==> src/rtl/custom_palette_ctrl.sv <==
// Custom palette controller: loads a 64-entry RGB555 palette from the ioctl
// download stream and shares one RAM port between pixel lookups and loader writes.
module custom_palette_ctrl #(
  parameter logic [7:0] INDEX   = 8'd2,
  parameter int         ENTRIES = 64
) (
  input  logic        clk,
  input  logic        reset,
  input  logic        pix_ce_n,
  input  logic [5:0]  color,
  output logic [14:0] custom_pixel,
  output logic        custom_valid,
  input  logic        ioctl_download,
  input  logic [7:0]  ioctl_index,
  input  logic        ioctl_wr,
  input  logic [7:0]  ioctl_dout,
  output logic        ioctl_wait,
  output logic        load_err
);

  typedef enum logic [1:0] {
    IDLE = 2'd0,
    LOAD = 2'd1,
    DONE = 2'd2
  } state_t;

  localparam logic [5:0] LAST_ENTRY = 6'(ENTRIES - 1);

  state_t      state_r;
  logic        dl_prev_r;
  logic [1:0]  byte_phase_r;
  logic [5:0]  entry_r;
  logic        wr_pending_r;
  logic [14:0] wr_word_r;
  logic [7:0]  red_r;
  logic [7:0]  green_r;
  logic [14:0] pal_mem_r [ENTRIES];

  logic rise_s;
  logic fall_s;
  logic commit_s;

  function automatic logic [14:0] pack_rgb555(input logic [7:0] r,
                                              input logic [7:0] g,
                                              input logic [7:0] b);
    return {b[7:3], g[7:3], r[7:3]};
  endfunction

  assign rise_s     = ioctl_download & ~dl_prev_r;
  assign fall_s     = ~ioctl_download & dl_prev_r;
  // A pending write only gets the port on a clk without a pixel lookup
  assign commit_s   = wr_pending_r & ~pix_ce_n;
  assign ioctl_wait = wr_pending_r;

  // Load sequencing: byte assembly, entry counting and status flags
  always_ff @(posedge clk) begin
    if (reset) begin
      state_r      <= IDLE;
      dl_prev_r    <= 1'b0;
      byte_phase_r <= 2'd0;
      entry_r      <= 6'd0;
      wr_pending_r <= 1'b0;
      wr_word_r    <= 15'd0;
      red_r        <= 8'd0;
      green_r      <= 8'd0;
      custom_valid <= 1'b0;
      load_err     <= 1'b0;
    end else begin
      dl_prev_r <= ioctl_download;
      case (state_r)
        IDLE: begin
          if (rise_s && (ioctl_index == INDEX)) begin
            state_r      <= LOAD;
            custom_valid <= 1'b0;
            load_err     <= 1'b0;
            byte_phase_r <= 2'd0;
            entry_r      <= 6'd0;
            wr_pending_r <= 1'b0;
          end
        end
        LOAD: begin
          if (commit_s && (entry_r == LAST_ENTRY)) begin
            state_r      <= DONE;
            custom_valid <= 1'b1;
            wr_pending_r <= 1'b0;
          end else if (fall_s) begin
            state_r      <= IDLE;
            load_err     <= 1'b1;
            wr_pending_r <= 1'b0;
          end else begin
            if (commit_s) begin
              wr_pending_r <= 1'b0;
              entry_r      <= entry_r + 6'd1;
            end
            if (ioctl_wr) begin
              // A byte arriving while the previous word still waits is lost
              if (wr_pending_r) begin
                load_err <= 1'b1;
              end else begin
                case (byte_phase_r)
                  2'd0: begin
                    red_r        <= ioctl_dout;
                    byte_phase_r <= 2'd1;
                  end
                  2'd1: begin
                    green_r      <= ioctl_dout;
                    byte_phase_r <= 2'd2;
                  end
                  2'd2: begin
                    wr_word_r    <= pack_rgb555(red_r, green_r, ioctl_dout);
                    wr_pending_r <= 1'b1;
                    byte_phase_r <= 2'd0;
                  end
                  default: begin
                    byte_phase_r <= 2'd0;
                  end
                endcase
              end
            end
          end
        end
        DONE: begin
          if (!ioctl_download) begin
            state_r <= IDLE;
          end
        end
        default: begin
          state_r <= IDLE;
        end
      endcase
    end
  end

  // Loader side of the RAM port; contents survive reset
  always_ff @(posedge clk) begin
    if (!reset && commit_s && (state_r == LOAD)) begin
      pal_mem_r[entry_r] <= wr_word_r;
    end
  end

  // Pixel side of the RAM port, result held until the next lookup
  always_ff @(posedge clk) begin
    if (reset) begin
      custom_pixel <= 15'd0;
    end else if (pix_ce_n) begin
      custom_pixel <= pal_mem_r[color];
    end
  end

endmodule
==> config.mk <==
export PLATFORM = sky130hd
export DESIGN_NAME = custom_palette_ctrl
export DESIGN_NICKNAME = d
export VERILOG_FILES = /design/src/rtl/custom_palette_ctrl.sv
export SDC_FILE = /design/constraint.sdc
export NUM_CORES = 1
export LEC_CHECK = 0
export CAP_MARGIN = 20
export CORE_MARGIN = 1.5
export CORE_UTILIZATION = 62
export CTS_CLUSTER_DIAMETER = 80
export DETAILED_ROUTE_END_ITERATION = 6
export MAX_ROUTING_LAYER = met4
export PLACE_DENSITY = 0.79
export SKIP_LAST_GASP = 1
export SYNTH_ARGS = -nofsm -noshare
export SYNTH_HDL_FRONTEND = slang
export SYNTH_SLANG_ARGS = --single-unit
export TNS_END_PERCENT = 5
==> constraint.sdc <==
create_clock -name clk -period 2.8 [get_ports clk]
set_input_delay 0.56 -clock clk [delete_from_list [all_inputs] [get_ports clk]]
set_output_delay 0.56 -clock clk [all_outputs]
set_load 0.005 [all_outputs]
* Yosys cells after proc, flatten, opt, wreduce, memory -nomap -nowiden
Memory sizes are Yosys's and may differ from the RTL's. A register that Yosys moved wholly into a read port is not among the register bits. Cells that the tools add are included.
Cells by class: $add $sub $neg 1, equality and inequality tests 17, muxes and demuxes 34, reduce and logical (&&, ||, !) cells 17, bitwise gates (word level) 9
Operators by type and width (number):
- two-way mux 6 bit | 4
- AND reduction 6 bit | 4
- two-way mux 2 bit | 9
- != test 2 bit, second input constant | 8
- two-way mux 1 bit | 14
- one-hot mux 6 bit (2 select lines) | 1
- AND reduction 5 bit | 2
- != test 3 bit, second input constant | 3
- equality test 8 x 2 -> 1 bit, second input constant | 1
- one-hot mux 2 bit (2 select lines) | 2
- adder 6 x 1 -> 6 bit, second input constant | 1
- equality test 6 bit, second input constant | 1
- NOT 1 bit | 6
- one-hot mux 1 bit (2 select lines) | 3
- one-hot mux 2 bit (3 select lines) | 1
- AND reduction 3 bit | 2
- equality test 2 x 1 -> 1 bit, second input constant | 2
- equality test 2 bit, second input constant | 2
- logical AND 1 bit | 4
- zero test 2 bit | 2
- bitwise AND 1 bit | 3
- AND reduction 2 bit | 1
- nonzero test 2 bit | 1
- zero test 1 bit | 1
Word-level totals: bits in writable memories 960, register bits 45, memories kept 1, input bits 27, word-level logic and storage cells 89
Memories:
- pal_mem_r | words 64, bits a word 15, rd ports 1, clocked after Yosys merged registers in 1, wr ports 1, RTL line 37 | logic [14:0] pal_mem_r [ENTRIES];

* Depth between registers and ports, before layout
Gate-level depths: netlist of run 1.
word-level depth 9, gate-level depth with buffers 9, depth with buffers taken out 6

* Worst setup path after synthesis of run 1
No wires, ideal clock.
path type input -> register, from in reset, to mem pal_mem_r[55][0] (enable), path buffers 1, setup slack 0.183 ns, setup time 0.386 ns, stages 4, required time 2.414 ns, arrival 2.231 ns, cells stage by stage clkbuf_1 -> nor4b_1 -> nand3_1 -> nor2_1
Between the ends: longest elaborated chain between the ends 5
RTL lines:
- from (decl) | RTL line 8 | input logic reset,
- zero test 1 bit | RTL line 136 | if (!reset && commit_s && (state_r == LOAD)) begin
- logical AND 1 bit (2 in series) | RTL line 136
- two-way mux 1 bit | RTL line 136
- two-way mux 1 bit (implied by the code) | RTL line 137 | pal_mem_r[entry_r] <= wr_word_r;
- to (decl) | RTL line 37
Every way passes these cells.

==> results of run 1 <==
[power by group through the flow]
stage          sequential (uW)  clock (uW)  combinational, uW
2_1_floorplan            16700           0                508
3_5_place_dp             16700           0                926
6_report                 16400       13400                952
4_1_cts                  16400       13500                939
5_1_grt                  16400       14000                987
3_3_place_gp             16700           0                913
[worst register-to-register path, delay by kind of cell (launching register included)]
kind	cells	cell delay, ns
flip-flops	1	0.56
AND/OR/NAND/NOR	4	1.02
buffers and inverters	3	0.64
[registers in the layout, summed over array words and instances, names as in the netlist]
| register | count |
|---|---|
| pal_mem_r | 960 |
| green_r | 5 |
| custom_pixel | 15 |
| wr_word_r | 15 |
| state_r | 2 |
| byte_phase_r | 2 |
| ioctl_wait | 1 |
| red_r | 5 |
| entry_r | 6 |
| custom_valid | 1 |
| dl_prev_r | 1 |
| load_err | 1 |
[layer usage]
layer	global-route usage, %	share of wire (%)	up-vias
met5	-	0	-
met4	12.9	4.2	0
met3	6.36	11	250
met2	50.1	49	1446
met1	41.9	36	11033
li1	-	-	8900
[layout by cell type, fill, tap and decap left out, drive strengths merged, types with 6 or more instances in the layout]
| cell | netlist | layout |
|---|---|---|
| nand3 | 8 | 8 |
| buf | 54 | 246 |
| nand3b | 6 | 6 |
| dfxtp | 54 | 54 |
| clkinv | 0 | 37 |
| nor2 | 86 | 86 |
| mux2i | 130 | 130 |
| mux2 | 60 | 60 |
| nor4 | 32 | 32 |
| edfxtp | 960 | 960 |
| o22ai | 30 | 30 |
| bufinv | 0 | 13 |
| a21oi | 26 | 26 |
| nor2b | 69 | 69 |
| a2111oi | 62 | 62 |
| nand2b | 7 | 7 |
| a211oi | 61 | 61 |
| a22o | 90 | 90 |
| clkbuf | 70 | 122 |
| clkdlybuf4s50 | 0 | 38 |
| o221ai | 16 | 16 |
| or3b | 16 | 16 |
| mux4 | 120 | 120 |
| nand2 | 46 | 46 |
[cell type report]
type                            count  area (um^2)
Clock buffer                      121         2610
Timing Repair Buffer              286         3250
Antenna cell                        3         7.51
Sequential cell                  1014        29900
Inverter                            3         11.3
Tap cell                          837         1050
Fill cell                        3243        16000
Multi-Input combinational cell    891         8580
Clock inverter                     57          628
[logic make-up (layout without fill, tap and decap cells)]
kind of cell | after synthesis | in the layout
mux | 310 | 310
other cells | 0 | 3
simple gates | 287 | 287
fa+ha+maj | 1 | 1
buf+inv | 127 | 467
compound gates | 290 | 290
xor+xnor | 3 | 3
flops | 1014 | 1014
[how the worst min path moves through the flow]
stage	from	end	slack (ns)	cells after the start
global route	reset	entry_r[1]$_SDFFE_PP0P_	0.13	2
finish	reset	entry_r[1]$_SDFFE_PP0P_	0.13	2
floorplan	red_r[3]$_SDFFE_PP0P_	wr_word_r[0]$_SDFFE_PP0P_	0.44	2
detailed placement	red_r[3]$_SDFFE_PP0P_	wr_word_r[0]$_SDFFE_PP0P_	0.44	2
CTS	reset	entry_r[1]$_SDFFE_PP0P_	0.10	2
global placement	green_r[7]$_SDFFE_PP0P_	wr_word_r[9]$_SDFFE_PP0P_	0.44	2
[per-stage QoR]
step	power (uW)	instance area (um^2)
finish	30700	46100
global route	31400	46100
CTS	30800	46000
detailed placement	17600	42800
global placement	17600	42800
floorplan	17200	39100
==> results.md, run 1 <==
* Synthesized-area fraction occupied by and/or/nand/nor cells at 3.94%
* Cell types with the highest counts after synthesis: 960 x sky130_fd_sc_hd__edfxtp_1, 130 x sky130_fd_sc_hd__mux2i_1, 120 x sky130_fd_sc_hd__mux4_2
* Clock power share at 43.6%
* Net switching power at 6150 uW
* Count of buffers inserted at the top-level ports at 41
* Share of layout cells above drive strength 1 at 26.1%
* Horiz. Die Dim at 254 um
* Xor and xnor area share after synthesis at 0.0672%
* Post-synthesis sequential element count at 1014
* Via count of the first global-routing pass at 21928
* Worst setup path category: input port to flip-flop
* Leakage dissipation at 0.0159 uW
* Final count of hold timing violations at 0
* CP max stage cell: sky130_fd_sc_hd__a2111oi_0
* Total Nets Final at 2320
* Arithmetic-cell share of the synthesized area counting full adders, half adders and majority gates at 0.0320%
* Part of the total power dissipated in combinational logic at 3.1%
* H-tree Lvls at 3
* Post-CTS Resized at 0
* Clk_skew at 0.0299 ns
* Maximum clock path buffer count at 3
* Row count at 91
* Pre-CTS setup slack at -0.437 ns
* Origin of the critical flop-to-flop path: state_r[0]$_SDFFE_PP0P_
* Yosys Warn Count at 0
* TritonCTS clock tree: built
* Switching Fraction at 20.0%
* Element type at the critical path end: flip-flop
* Average cell area after synthesis at 19.2 um^2
* Family of cells with the greatest summed delay on the critical path: buffers and inverters
* Pin count of the biggest net entering global routing at 78
* Post-synth design cell area at 39100 um^2
* FF-to-FF End: pal_mem_r[23][10]$_DFFE_PP_
* Crit path setup slack, layout at 0.195 ns
* Starting DRC count in detailed routing at 2705
* Fraction of synthesized cell area taken by the top area cell type at 73.7%
* Number of clock sinks at 1014
* Largest area contributor in the synthesized netlist: sky130_fd_sc_hd__edfxtp_1
* Max-slew headroom at the worst pin at 25.6%
* Critical path destination: custom_pixel[6]$_SDFFE_PP0P_
* Reg-to-reg slack, setup at 0.26 ns
* Global router's overall resource usage at 32.0%
* GRT overflow at 0
* Clock latency on the worst-skew pair at 0.67 ns
* Final routed wire length divided by cell count at 30.5 um
* Cells taking the most area after synthesis: sky130_fd_sc_hd__edfxtp_1 74%, sky130_fd_sc_hd__mux4_2 6.9%, sky130_fd_sc_hd__mux2i_1 3.3%
* Worst-margin pin slew at 1.12 ns
* Tightest hold margin at 0.129 ns
* Data arrival, critical path at 3.18 ns
* Initial core utilization at 63.0%
* Clock transition time at the flip-flop clock pins of the worst setup and hold paths at 0.06 ns
* Routed Antenna Nets at 0
* Vias per cell at 6.73
* Mux share of post-synthesis cell area at 12.0%
* Setup repair bufs after CTS at 0
* Share of async-settable or async-resettable flops after synthesis at 0%
* Critical-path maximum fanout at 15
* Number of buffers created by CTS at 96
* Critical Path Start Type: input port
* Number of instances in the synthesized netlist at 2032
* Stages on worst setup path at 10
* Cell at the root of the clock tree: sky130_fd_sc_hd__clkbuf_16
* Share of power burned in registers at 53.3%
* Number of flops mapped to enable cells by yosys at 960
* Highest clock frequency the design can meet at 384 MHz
* Routed wire length at 97900 um
* Half-perimeter wire length after detailed placement at 59500 um
* Number of antenna violations at the first check in global routing at 4
* Most common cell in the synthesized netlist: sky130_fd_sc_hd__edfxtp_1
* Total instance count after detailed placement at 3030
* Final clock period utilization by the worst path at 93.0%
* Count of pins over their slew limit at 0
* Synth Area in Compound Gates at 5.87%
* GP Congestion at 0.921
* Primary FF master, synth: sky130_fd_sc_hd__edfxtp_1
* Count of max-cap constraint violations at 0
* Peak per-stage delay on the critical path at 0.82 ns
* Final TNS setup at 0 ns
* Cell repeated most along the worst path: sky130_fd_sc_hd__buf_4
* Final-report setup violation count at 0
* DR pass1 iterations at 6
* Cell count of the worst reg-to-reg path at 7
* Setup repair after global routing missed its margin: false
* Worst setup path start: color[3]
* IO Pins at 45
* Register area share after synthesis at 76.5%
* Area of the core region at 62100 um^2
* Number of remaining DRC errors at 0
* Worst vdd rail ir drop at 0.000666 V
* Post-layout utilization of the core at 74.2%
* Endpoint required time on the critical path at 3.38 ns
* Signed area change from the synthesized netlist to the final layout at 17.8%
* Number of different library cells in the post-synthesis netlist at 49
* Path type of the worst min-delay path: input port to flip-flop
* Power Dens Cells at 667 nW/um^2
* Cell Count, Final, Fillers Out at 3212
* Critical path buffers and inverters at 5
* Die height at 254 um
* Result of the run: complete, no violations
* Internal power summed over all cells at 24600 uW
* Post-layout minimum cycle time at 2.60 ns
* Die Outline Area at 64600 um^2
* Combinational family with the most area after synthesis: multiplexers
* Count of vias placed by the detailed router at 21629
* Count of hold-fix buffers inserted at cts at 0
* Synthesized net count at 2060
* Cell-by-cell trace of the critical path: clkdlybuf4s50_1 -> buf_4 -> nand2b_1 -> buf_12 -> buf_4 -> a211oi_1 -> a2111oi_0 -> buf_4 -> nor4_1 -> o221ai_1
* First-pass GRT wire length at 143000 um
Note: power is estimated with default switching activity, not from simulation.
==> inputs of run 2 (changes only) <==
==> constraint.sdc (replaced) <==
create_clock -name clk -period 2.8 [get_ports clk]
set_input_delay 0.56 -clock clk [delete_from_list [all_inputs] [get_ports clk]]
set_output_delay 0.56 -clock clk [all_outputs]
set_load 0.1 [all_outputs]
==> results.md, run 2 (synthesized netlist as in run 1, its figures left out) <==
* Start point of the worst min-delay path: red_r[5]$_SDFFE_PP0P_
* Peak-usage layer in the global routing report: met2
* Leakage dissipation at 0.0159 uW
* Pin count of the biggest net entering global routing at 65
* Global router's overall resource usage at 31.4%
* Area of the core region at 62100 um^2
* Number of clock sinks at 1014
* Share of layout cells above drive strength 1 at 26.5%
* Crit path setup slack, layout at 0.00143 ns
* Max-slew headroom at the worst pin at 15.1%
* Endpoint required time on the critical path at 3.38 ns
* Data arrival, critical path at 3.37 ns
* Number of buffers created by CTS at 96
* Routed wire length at 97000 um
* H-tree Lvls at 3
* Cell count of the worst reg-to-reg path at 6
* GRT overflow at 0
* Number of remaining DRC errors at 0
* Power Dens Cells at 670 nW/um^2
* IO Pins at 45
* Critical Path Start Type: input port
* Worst Hold End: wr_word_r[2]$_SDFFE_PP0P_
* Die height at 254 um
* Maximum clock path buffer count at 3
* Family of cells with the greatest summed delay on the critical path: compound AO/OA/AOI/OAI gates
* Highest clock frequency the design can meet at 357 MHz
* Worst hold path stage count at 2
* Worst-margin pin slew at 1.24 ns
* Number of antenna violations at the first check in global routing at 3
* Die Outline Area at 64600 um^2
* Count of hold-fix buffers inserted at cts at 0
* Number of filler instances in the final layout at 3328
* Pre-CTS setup slack at -0.765 ns
* DR pass1 iterations at 6
* Count of max-cap constraint violations at 0
* Setup repair after global routing missed its margin: true
* Cell-by-cell trace of the critical path: clkdlybuf4s50_1 -> or2_2 -> a2111oi_0 -> nor4_1 -> buf_4 -> o221ai_1
* Signed area change from the synthesized netlist to the final layout at 17.4%
* Worst setup path category: input port to flip-flop
* TritonCTS clock tree: built
* Total Nets Final at 2306
* Routed Antenna Nets at 0
* Half-perimeter wire length after detailed placement at 59800 um
* Via count of the first global-routing pass at 21440
* Global-route met3 utilization at 7.44%
* First-pass GRT wire length at 140000 um
* Result of the run: complete, no violations
* Critical path buffers and inverters at 2
* Initial core utilization at 63.0%
* GP Congestion at 0.905
* CP max stage cell: sky130_fd_sc_hd__a2111oi_0
* Path type of the worst min-delay path: flip-flop to flip-flop
* Count of vias placed by the detailed router at 21532
* Reg with most FFs: pal_mem_r
* Setup repair bufs after CTS at 0
* Worst setup path start: color[5]
* Max reg flops at 960
* Clock latency on the worst-skew pair at 0.67 ns
* Post-layout minimum cycle time at 2.80 ns
* Element type at the critical path end: flip-flop
* Final count of hold timing violations at 0
* Clock transition time at the flip-flop clock pins of the worst setup and hold paths at 0.07 ns
* Registers with the highest flip-flop counts: pal_mem_r: 960 flops, custom_pixel: 15 flops, wr_word_r: 15 flops
* Cell at the root of the clock tree: sky130_fd_sc_hd__clkbuf_16
* Final clock period utilization by the worst path at 99.9%
* Count of buffers inserted at the top-level ports at 41
* Row count at 91
* Clk_skew at 0.0325 ns
* Met1 routing resource usage after global routing at 41.1%
* Critical-path maximum fanout at 27
* Reg-to-reg slack, setup at 0.17 ns
* Post-Place Cell Area at 42600 um^2
* Origin of the critical flop-to-flop path: state_r[0]$_SDFFE_PP0P_
* Fin area at 45900 um^2
* FF-to-FF End: pal_mem_r[3][3]$_DFFE_PP_
* Final-report setup violation count at 0
* Starting DRC count in detailed routing at 2704
* Peak per-stage delay on the critical path at 0.98 ns
* Horiz. Die Dim at 254 um
* Worst vdd rail ir drop at 0.000532 V
* Final routed wire length divided by cell count at 30.3 um
* Most common cell after layout, fill and taps aside: sky130_fd_sc_hd__edfxtp_1
* Count of pins over their slew limit at 0
* Vias per cell at 6.74
* Met2 track utilization from global routing at 47.9%
* Most frequent cells in the layout: 960 x sky130_fd_sc_hd__edfxtp_1, 169 x sky130_fd_sc_hd__buf_4, 130 x sky130_fd_sc_hd__mux2i_1
[run 2: cell count changes in the layout (fill, tap and decap cells not counted), sizes merged, moves of 3 or more]
| cell | previous run | this run |
|---|---|---|
| clkbuf | 122 | 114 |
| clkinv | 37 | 44 |
| clkdlybuf4s50 | 38 | 20 |
| buf | 246 | 249 |
[run 2: area by class of cell]
type                            instances  area, um^2  share of cell area, %
Sequential cell                      1014       29900                   65.2
Antenna cell                            2        5.00                 0.0109
Multi-Input combinational cell        892        8590                   18.7
Inverter                                3        11.3                 0.0245
Timing Repair Buffer                  271        3080                   6.70
Tap cell                              837        1050                   2.28
Clock buffer                          113        2510                   5.47
Clock inverter                         65         733                   1.60
[run 2: where the power goes]
part | internal [uW] | total (uW) | switching (uW)
Sequential | 16300 | 16400 | 25.8
Clock | 7730 | 13300 | 5610
Combinational | 408 | 1040 | 635
[run 2: metrics by stage]
stage	utilization, %	setup TNS (ns)	std cells	total power (uW)	hold WS [ns]
6_report	74.0	0	3197	30700	0.454
5_1_grt	74.0	-0.0398	3197	31400	0.480
4_1_cts	73.9	0	3193	30800	0.458
3_5_place_dp	68.7	-52.21	3015	17700	0.450
3_3_place_gp	68.7	-46.00	3015	17700	0.435
2_1_floorplan	-	0	2032	17300	0.436
[run 2: repair_timing]
action | in CTS | in global routing
pin swaps | 0 | 1
endpoints found under the setup margin | 1 | 5
gates resized for setup | 1 | 0
gates cloned | 0 | 1
[run 2: worst reg2reg max path, cell delays in order (launching register included)]
cell                       delay (ns)
sky130_fd_sc_hd__dfxtp_1         0.54
sky130_fd_sc_hd__nand2b_1        0.24
sky130_fd_sc_hd__nor4b_1         0.45
sky130_fd_sc_hd__buf_4           0.21
sky130_fd_sc_hd__nand2_1         0.31
sky130_fd_sc_hd__nor2_1          0.33
sky130_fd_sc_hd__buf_4           0.25
[run 2: how the worst max path moves through the flow]
stage                                                to  slack [ns]  cells after the start
final                     custom_pixel[10]$_SDFFE_PP0P_       0.001                      6
after global routing      custom_pixel[12]$_SDFFE_PP0P_       -0.04                     11
after CTS                  custom_pixel[6]$_SDFFE_PP0P_        0.08                     11
after detailed placement   custom_pixel[8]$_SDFFE_PP0P_       -0.76                     11
after global placement     custom_pixel[8]$_SDFFE_PP0P_       -0.64                     11
after floorplan              pal_mem_r[55][0]$_DFFE_PP_        0.04                      4
[run 2: routing by layer]
| metal | routed length, um | vias up |
|---|---|---|
| met1 | 35300 | 10968 |
| met4 | 4330 | 0 |
| li1 | - | 8894 |
| met5 | 0 | - |
| met3 | 11300 | 233 |
| met2 | 46100 | 1437 |
